## config.mk

```make
export PLATFORM = sky130hd
export DESIGN_NAME = uncached_dbus_axi_flat
export DESIGN_NICKNAME = d
export VERILOG_FILES = /design/src/rtl/uncached_dbus_axi_if.sv /design/src/rtl/uncached_dbus_axi.sv /design/src/flat_wrapper.sv
export SDC_FILE = /design/constraint.sdc
export NUM_CORES = 1
export LEC_CHECK = 0
export CAP_MARGIN = 20
export CORE_ASPECT_RATIO = 1.2
export CORE_MARGIN = 5
export CORE_UTILIZATION = 38
export DETAILED_ROUTE_END_ITERATION = 8
export PLACE_DENSITY = 0.9
export SLEW_MARGIN = 20
export SYNTH_ARGS = -nofsm -noshare
export SYNTH_HDL_FRONTEND = slang
export SYNTH_SLANG_ARGS = --single-unit
```

## constraint.sdc

```tcl
create_clock -name clk -period 1.8 [get_ports clk]
set_input_delay 0.18 -clock clk [delete_from_list [all_inputs] [get_ports clk]]
set_output_delay 0.18 -clock clk [all_outputs]
set_load 0.005 [all_outputs]
```

## src/rtl/uncached_dbus_axi_if.sv

```systemverilog
// AXI3 channel bundles and the CPU data-bus interface for uncached_dbus_axi.
//
// axi3_pkg::axi_req_t  : master-driven AR, R-ready, AW, W and B-ready signals
// axi3_pkg::axi_resp_t : slave-driven AR/AW/W readies plus R and B channels
// cpu_dbus_if          : CPU request (read, write, byteenable, address, wrdata)
//                        and response (stall, rddata); the CPU is the master,
//                        the bus bridge is the slave.
`timescale 1ns/1ps

package axi3_pkg;

  typedef struct packed {
    logic [31:0] araddr;
    logic [3:0]  arlen;
    logic [2:0]  arsize;
    logic [1:0]  arburst;
    logic [1:0]  arlock;
    logic [3:0]  arcache;
    logic [2:0]  arprot;
    logic        arvalid;
    logic        rready;
    logic [31:0] awaddr;
    logic [3:0]  awlen;
    logic [2:0]  awsize;
    logic [1:0]  awburst;
    logic [1:0]  awlock;
    logic [3:0]  awcache;
    logic [2:0]  awprot;
    logic        awvalid;
    logic [31:0] wdata;
    logic [3:0]  wstrb;
    logic        wlast;
    logic        wvalid;
    logic        bready;
  } axi_req_t;

  typedef struct packed {
    logic        arready;
    logic [31:0] rdata;
    logic [1:0]  rresp;
    logic        rlast;
    logic        rvalid;
    logic        awready;
    logic        wready;
    logic [1:0]  bresp;
    logic        bvalid;
  } axi_resp_t;

endpackage

interface cpu_dbus_if;
  logic        read;
  logic        write;
  logic [3:0]  byteenable;
  logic [31:0] address;
  logic [31:0] wrdata;
  logic        stall;
  logic [31:0] rddata;

  modport master (
    output read, write, byteenable, address, wrdata,
    input  stall, rddata
  );

  modport slave (
    input  read, write, byteenable, address, wrdata,
    output stall, rddata
  );
endinterface

```

## src/rtl/uncached_dbus_axi.sv

```systemverilog
// Uncached CPU data-bus to AXI3 bridge. Each accepted dbus request becomes
// exactly one single-beat 32-bit AXI transaction; nothing is cached and only
// the request in flight is held.
//
// Ports:
//   clk      : clock, all state changes on the rising edge
//   rst      : synchronous, active-low reset
//   dbus     : CPU data request (read/write/byteenable/address/wrdata),
//              returns stall and rddata
//   axi_req  : AXI3 master outputs (AR, R-ready, AW, W, B-ready)
//   axi_resp : AXI3 slave responses
`timescale 1ns/1ps

module uncached_dbus_axi
  import axi3_pkg::*;
#(
  parameter logic [3:0] ARCACHE_VAL = 4'b0000,
  parameter logic [2:0] ARPROT_VAL  = 3'b000
) (
  input  logic       clk,
  input  logic       rst,
  cpu_dbus_if.slave  dbus,
  output axi_req_t   axi_req,
  input  axi_resp_t  axi_resp
);

  typedef enum logic [2:0] {
    ST_IDLE,
    ST_AR,
    ST_RD,
    ST_WR,
    ST_BR,
    ST_DONE
  } state_t;

  state_t      state_reg, state_next;
  logic [31:0] addr_reg;
  logic [31:0] wrdata_reg;
  logic [3:0]  be_reg;
  logic [31:0] rddata_reg;
  logic        aw_done_reg, w_done_reg;
  logic        arvalid_reg, rready_reg, awvalid_reg, wvalid_reg, bready_reg;

  logic        accept_read, accept_write, capture_rdata;
  logic        aw_hs, w_hs, aw_done_now, w_done_now;

  // Response codes are deliberately not acted upon: error responses finish
  // the transaction like OKAY does.
  logic        unused_resp;
  assign unused_resp = ^{axi_resp.rresp, axi_resp.bresp, axi_resp.rlast};

  assign aw_hs       = awvalid_reg & axi_resp.awready;
  assign w_hs        = wvalid_reg & axi_resp.wready;
  // Include this cycle's handshake so simultaneous AW/W completion leaves WR
  // immediately.
  assign aw_done_now = aw_done_reg | aw_hs;
  assign w_done_now  = w_done_reg | w_hs;

  always_comb begin
    state_next    = state_reg;
    accept_read   = 1'b0;
    accept_write  = 1'b0;
    capture_rdata = 1'b0;
    case (state_reg)
      ST_IDLE: begin
        // Write wins when both are requested.
        if (dbus.write) begin
          accept_write = 1'b1;
          state_next   = ST_WR;
        end else if (dbus.read) begin
          accept_read = 1'b1;
          state_next  = ST_AR;
        end
      end
      ST_AR: begin
        if (arvalid_reg && axi_resp.arready) state_next = ST_RD;
      end
      ST_RD: begin
        if (rready_reg && axi_resp.rvalid) begin
          capture_rdata = 1'b1;
          state_next    = ST_DONE;
        end
      end
      ST_WR: begin
        if (aw_done_now && w_done_now) state_next = ST_BR;
      end
      ST_BR: begin
        if (bready_reg && axi_resp.bvalid) state_next = ST_DONE;
      end
      ST_DONE: state_next = ST_IDLE;
      default: state_next = ST_IDLE;
    endcase
  end

  always_ff @(posedge clk) begin
    if (!rst) begin
      state_reg   <= ST_IDLE;
      addr_reg    <= '0;
      wrdata_reg  <= '0;
      be_reg      <= '0;
      rddata_reg  <= '0;
      aw_done_reg <= 1'b0;
      w_done_reg  <= 1'b0;
      arvalid_reg <= 1'b0;
      rready_reg  <= 1'b0;
      awvalid_reg <= 1'b0;
      wvalid_reg  <= 1'b0;
      bready_reg  <= 1'b0;
    end else begin
      state_reg <= state_next;
      if (accept_read || accept_write) addr_reg <= dbus.address;
      if (accept_write) begin
        wrdata_reg <= dbus.wrdata;
        be_reg     <= dbus.byteenable;
      end
      if (capture_rdata) rddata_reg <= axi_resp.rdata;
      // Sticky completion flags live only while in WR; they clear on exit.
      aw_done_reg <= (state_next == ST_WR) && aw_done_now;
      w_done_reg  <= (state_next == ST_WR) && w_done_now;
      // Valids/readies are registered from the next state, so they rise on
      // entry and fall in the cycle after their handshake.
      arvalid_reg <= (state_next == ST_AR);
      rready_reg  <= (state_next == ST_RD);
      awvalid_reg <= (state_next == ST_WR) && !aw_done_now;
      wvalid_reg  <= (state_next == ST_WR) && !w_done_now;
      bready_reg  <= (state_next == ST_BR);
    end
  end

  always_comb begin
    axi_req         = '0;
    axi_req.araddr  = addr_reg;
    axi_req.arlen   = 4'd0;
    axi_req.arsize  = 3'b010;
    axi_req.arburst = 2'b01;
    axi_req.arlock  = 2'b00;
    axi_req.arcache = ARCACHE_VAL;
    axi_req.arprot  = ARPROT_VAL;
    axi_req.arvalid = arvalid_reg;
    axi_req.rready  = rready_reg;
    axi_req.awaddr  = addr_reg;
    axi_req.awlen   = 4'd0;
    axi_req.awsize  = 3'b010;
    axi_req.awburst = 2'b01;
    axi_req.awlock  = 2'b00;
    axi_req.awcache = ARCACHE_VAL;
    axi_req.awprot  = ARPROT_VAL;
    axi_req.awvalid = awvalid_reg;
    axi_req.wdata   = wrdata_reg;
    axi_req.wstrb   = be_reg;
    axi_req.wlast   = 1'b1;
    axi_req.wvalid  = wvalid_reg;
    axi_req.bready  = bready_reg;
  end

  assign dbus.stall  = (dbus.read | dbus.write) & (state_reg != ST_DONE);
  assign dbus.rddata = rddata_reg;

endmodule

```

## src/flat_wrapper.sv

```systemverilog
// flat-port wrapper written by rule: the top's interface ports become plain ports
module uncached_dbus_axi_flat import axi3_pkg::*;
#(
  parameter logic [3:0] ARCACHE_VAL = 4'b0000,
  parameter logic [2:0] ARPROT_VAL  = 3'b000
)
  (clk, rst, axi_req, axi_resp, dbus_read, dbus_write, dbus_byteenable, dbus_address, dbus_wrdata, dbus_stall, dbus_rddata);
  cpu_dbus_if dbus_i ();
  input  logic clk;
  input  logic rst;
  output axi_req_t axi_req;
  input  axi_resp_t axi_resp;
  input wire logic [$bits(dbus_i.read)-1:0] dbus_read;
  input wire logic [$bits(dbus_i.write)-1:0] dbus_write;
  input wire logic [$bits(dbus_i.byteenable)-1:0] dbus_byteenable;
  input wire logic [$bits(dbus_i.address)-1:0] dbus_address;
  input wire logic [$bits(dbus_i.wrdata)-1:0] dbus_wrdata;
  output wire logic [$bits(dbus_i.stall)-1:0] dbus_stall;
  output wire logic [$bits(dbus_i.rddata)-1:0] dbus_rddata;
  assign dbus_i.read = dbus_read;
  assign dbus_i.write = dbus_write;
  assign dbus_i.byteenable = dbus_byteenable;
  assign dbus_i.address = dbus_address;
  assign dbus_i.wrdata = dbus_wrdata;
  assign dbus_stall = dbus_i.stall;
  assign dbus_rddata = dbus_i.rddata;
  uncached_dbus_axi #(.ARCACHE_VAL(ARCACHE_VAL), .ARPROT_VAL(ARPROT_VAL)) u_core (.clk(clk), .rst(rst), .dbus(dbus_i), .axi_req(axi_req), .axi_resp(axi_resp));
endmodule
```

# [After elaboration in Yosys (flattened, before gate mapping)]
# Index checks and enable logic that the tools add are counted.
# Widths: inputs -> output; s select.
[totals] in_bits=114 ff_bits=110 latch_bits=0 word_cells=53 out_inout_bits=175 mem_bits_rw=0 rom_bits=0 n_memories=0
[op_classes] multipliers=0 order_cmp=0 n_div=0 reduce_logical=12 n_addsub=0 bitwise=6 n_mux=14 n_eq_ne=9 shifts=0
[ops] operator="$mux 3" n=6
[ops] operator="$pmux 3 s5" n=1
[ops] operator="$eq 3x2->1 const B" n=4
[ops] operator="$logic_and 1x1->1" n=8
[ops] operator="$mux 1" n=7
[ops] operator="$eq 3x1->1 const B" n=2
[ops] operator="$eq 3x3->1 const B" n=2
[ops] operator="$and 1x1->1" n=3
[ops] operator="$logic_not 3->1" n=1
[ops] operator="$ne 3x3->1 const B" n=1
[ops] operator="$or 1x1->1" n=3
[ops] operator="$logic_not 1->1" n=2
[ops] operator="$logic_or 1x1->1" n=1

# [Depth between registers and ports, before layout]
[logic_depth] word_depth=7 mapped_depth=7

# [Least setup slack after synthesis]
# OpenSTA, ideal clock, no wires.
[synth_path] path_kind="register to register" from="register u_core.state_reg[2]" to="register u_core.aw_done_reg" synth_period_minus_slack_ns=1.458 stages_incl_launch_ff=7 t_arrival_ns=1.325 path_slack_ns=0.342 setup_ns=0.133 t_required_ns=1.667 path_cell_list="dfxtp_1 -> buf_4 -> nor3_1 -> and2b_1 -> buf_6 -> o41ai_4 -> nor3_1"
[synth_via] elab_chain_cells=5 elab_cells_between_ends=14
[synth_rtl] element="from (decl)" line="uncached_dbus_axi.sv:36" text="state_t state_reg, state_next;"
[synth_rtl] element="from (signal assigned)" line="uncached_dbus_axi.sv:110" text="state_reg <= state_next;"
[synth_rtl] element="$mux 3" line="uncached_dbus_axi.sv:70" text="end else if (dbus.read) begin"
[synth_rtl] element="$mux 3" line="uncached_dbus_axi.sv:67" text="if (dbus.write) begin"
[synth_rtl] element="$pmux 3 s5 *" line="uncached_dbus_axi.sv:64" text="case (state_reg)"
[synth_rtl] element="$eq 3x2->1 *" line="uncached_dbus_axi.sv:118" text="aw_done_reg <= (state_next == ST_WR) && aw_done_now;"
[synth_rtl] element="$logic_and 1x1->1 *" line="uncached_dbus_axi.sv:118"
[synth_rtl] element="to (signal assigned)" line="uncached_dbus_axi.sv:118"
[synth_rtl] element="to (decl)" line="uncached_dbus_axi.sv:41" text="logic aw_done_reg, w_done_reg;"
# Every way passes the cells marked *; elsewhere a longest branch is shown, timed or not.
# A chain may end at the register's enable or synchronous reset.

# [Final worst setup path]
[layout_path] from="register u_core.state_reg[0]" to="register u_core.awvalid_reg"
[layout_via] elab_chain_cells=5 elab_cells_between_ends=14
[layout_rtl] element="$mux 3" line="uncached_dbus_axi.sv:70"
[layout_rtl] element="$mux 3" line="uncached_dbus_axi.sv:67"
[layout_rtl] element="$pmux 3 s5 *" line="uncached_dbus_axi.sv:64"
[layout_rtl] element="$eq 3x2->1 *" line="uncached_dbus_axi.sv:124" text="awvalid_reg <= (state_next == ST_WR) && !aw_done_now;"
[layout_rtl] element="$logic_and 1x1->1 *" line="uncached_dbus_axi.sv:124"
[layout_rtl] element="to (signal assigned)" line="uncached_dbus_axi.sv:124"
[layout_rtl] element="to (decl)" line="uncached_dbus_axi.sv:42" text="logic arvalid_reg, rready_reg, awvalid_reg, wvalid_reg, bready_reg;"
# Marks and branches as above.

==> results summary <==
The core region is 12600 µm². The post-synthesis cell area came out at 4810 µm². Setup repair after global routing left no endpoint under its margin. The biggest fanout along the worst timing path is 8. The maximum number of pins on one net before global-route repair came out at 53. The number of ports placed on the die boundary is between 200 and 300. The worst setup path is launched from a flop.

For this run, the number of Yosys warnings is 0. The count of unresolved DRC violations after routing came out at 0. The total non-filler cell area in the finished layout is around 7400 µm². The pre-antenna-repair detailed-routing pass consisted of 4 iterations. In this run the clock root is driven by a sky130_fd_sc_hd__clkbuf_16.

Counting instances in the post-synthesis netlist gives the leading cell types as sky130_fd_sc_hd__nand2_1 (202), sky130_fd_sc_hd__dfxtp_1 (110), sky130_fd_sc_hd__a21boi_1 (100). The number of unique standard cell types used by synthesis is 35. The data arrival at the endpoint of the critical path came out at ~1.8 ns. At the worst endpoint, the required time is about 2.1 ns. STA classifies the critical path endpoint as a flop.

The overall routing resource usage came out at 16.9%. The number of buffers created by CTS is 9. The floorplan has 45 rows. In the synthesized netlist the dominant register cell turns out to be sky130_fd_sc_hd__dfxtp_1.

By instance count, the leading cell after synthesis is sky130_fd_sc_hd__nand2_1. The clock period minus final worst setup slack came out at about 1.6 ns. VDD sags by at most approximately 490 µV. The achievable clock frequency is 0.629 GHz. The final number of hold-violating endpoints is 0. The remaining global-route overflow is 0. The number of H-tree branching levels is 3.

The per-cell via count in the routed design is between 4 and 5. The final number of max-transition violations is 0. The portion of the clock cycle consumed by the worst path in the final layout is between 80% and 90%. Power spread over the standard cell area amounts to 906 nW/µm². The wire length reported by the detailed router is 13.5 mm. The top cell type by area accounts for around 46% of the synthesized area. The detailed router finished its first iteration with 185 violations.

Once placement finished, the instance area stood at 7080 µm². The layout overhead on the synthesized area is 53.4%. The port buffer count is 246. The floorplan step defined a die boundary enclosing 15000 µm². A synthesized cell averages roughly 8.4 µm². The number of maximum-capacitance violations came out at 0.

The count of nets after finishing came out at 884. The via count of the first global-routing pass is 4135. The count of nets left with antenna violations once routing finished came out at 0. For this design, the sink count on the clock tree is 110. The synthesized design contains 0 enable-type register cells. The detailed-route via count is 4286. After detailed routing, the average wire length per cell comes to between 10 and 15 µm.

The largest area contributor in the synthesized netlist is sky130_fd_sc_hd__dfxtp_1. The post-route netlist has 5.03% of its cells at a drive strength greater than 1. The die width is between 100 and 150 µm.

The number of endpoints failing setup at the final stage is 0. The setup TNS is 0 ns. Yosys attributes the largest share of cell area to sky130_fd_sc_hd__dfxtp_1 (46%), sky130_fd_sc_hd__nand2_1 (16%), sky130_fd_sc_hd__a21boi_1 (16%). Measured along the y axis, the die boundary spans approximately 130 µm.

After legalization and detailed placement, the total HPWL measured 10.5 mm. The fraction of registers with async set/reset is 0%. The class of the most critical setup path is reg -> reg. After technology mapping, the gate count stands at ~570.

The worst-skew pair later-pin latency came out at 0.34 ns. Counting flops and latches in the post-synthesis netlist gives 110. The largest clock skew in the final design is 0.0120 ns.

The flow ran to the end, and the final reports show no timing, DRC or antenna violations. After clock tree synthesis, the clock-pin slew on the worst setup and hold paths is 0.07 ns. Summed over all cells, the static leakage comes to 2.78 nW. The starting density of the core is 38.3%. The repair_antennas step left the layout with diodes totalling 0. The number of antenna violations at the first check in global routing is 1. TritonCTS built the clock tree. In this run the worst hold path is classified as in -> reg. The portion of the post-synthesis area used by sequential elements came out at 45.8%. The buffer levels on the longest clock path came out at 2.

The first global-routing pass estimated 20.6 mm of wire. The final weighted congestion in routability-driven placement came out at 0.789.
-- timing repair --
action                     CTS  global route
setup endpoints to repair    1             0
resized for setup            2             0
hold buffers                 0             0
setup buffers                0             0
-- path summary, 6_finish.rpt --
check | startpoint | endpoint | slack, ns | cells after the start
setup reg to reg | u_core.state_reg[0]$_SDFF_PN0_ | u_core.awvalid_reg$_SDFF_PN0_ | 0.21 | 5
setup / recovery | u_core.state_reg[0]$_SDFF_PN0_ | u_core.awvalid_reg$_SDFF_PN0_ | 0.21 | 5
hold reg to reg | u_core.be_reg[2]$_SDFFE_PN0P_ | u_core.be_reg[2]$_SDFFE_PN0P_ | 0.45 | 2
hold / removal | rst | u_core.state_reg[1]$_SDFF_PN0_ | 0.30 | 2
-- cell type report --
cell class	count	area (µm²)
clock buffer	10	229
multi-input combinational	385	1990
fill	1083	5180
timing repair buffer	261	2670
tap	164	205
inverter	3	11.3
sequential	110	2200
clock inverter	6	70.1
-- worst max-delay path, stage by stage, from the launching register on --
cell and delay [ns]:
sky130_fd_sc_hd__dfxtp_1 0.45, sky130_fd_sc_hd__buf_4 0.21, sky130_fd_sc_hd__a21boi_0 0.24, sky130_fd_sc_hd__o2bb2ai_1 0.23
sky130_fd_sc_hd__o41ai_4 0.14, sky130_fd_sc_hd__nor3_1 0.24
-- logic make-up (layout without fill, tap and decap cells) --
family | count (synthesis) | after routing | synth area share, %
simple gates | 227 | 227 | 19.5
compound gates | 121 | 121 | 18.9
buf+inv | 111 | 280 | 15.6
flops | 110 | 110 | 45.8
other cells | 2 | 37 | 0.156
-- cell usage in the layout, fill, tap and decap left out, types with 4 or more instances in the layout --
master | netlist | routed
sky130_fd_sc_hd__dfxtp_1 | 110 | 109
sky130_fd_sc_hd__nor2_1 | 4 | 4
sky130_fd_sc_hd__a21boi_1 | 100 | 100
sky130_fd_sc_hd__a21oi_1 | 5 | 5
sky130_fd_sc_hd__conb_1 | 2 | 37
sky130_fd_sc_hd__clkbuf_16 | 0 | 9
sky130_fd_sc_hd__buf_12 | 0 | 8
sky130_fd_sc_hd__nand2_1 | 202 | 202
sky130_fd_sc_hd__clkdlybuf4s50_1 | 0 | 244
sky130_fd_sc_hd__nor3_1 | 8 | 8
sky130_fd_sc_hd__buf_4 | 79 | 7
-- metal layers --
layer | up-vias | global-route usage, % | routed length (µm)
li1 | 2118 | - | -
met1 | 1960 | 17.2 | 4880
met2 | 183 | 31.5 | 6970
met3 | 23 | 6.04 | 1270
met4 | 2 | 6.21 | 340
met5 | - | 0 | 20
-- power breakdown --
group / internal [mW] / total (mW) / switching, mW
Combinational: 1.09 / 1.87 / 0.781
Clock: 1.09 / 1.99 / 0.897
Sequential: 2.67 / 2.83 / 0.161
-- metrics by stage --
step / hold slack, ns / utilization, % / setup WS (ns) / std cells / power [mW]
after floorplan: 0.315 / - / 0.342 / 606 / 3.86
after global placement: 0.439 / 56.4 / 0.0523 / 923 / 4.74
after detailed placement: 0.444 / 56.4 / -0.00604 / 923 / 4.78
after CTS: 0.299 / 58.8 / 0.208 / 939 / 6.78
after global routing: 0.311 / 58.8 / 0.0224 / 939 / 7.04
final: 0.297 / 58.8 / 0.211 / 939 / 6.68
(Power assumes the default switching activity.)
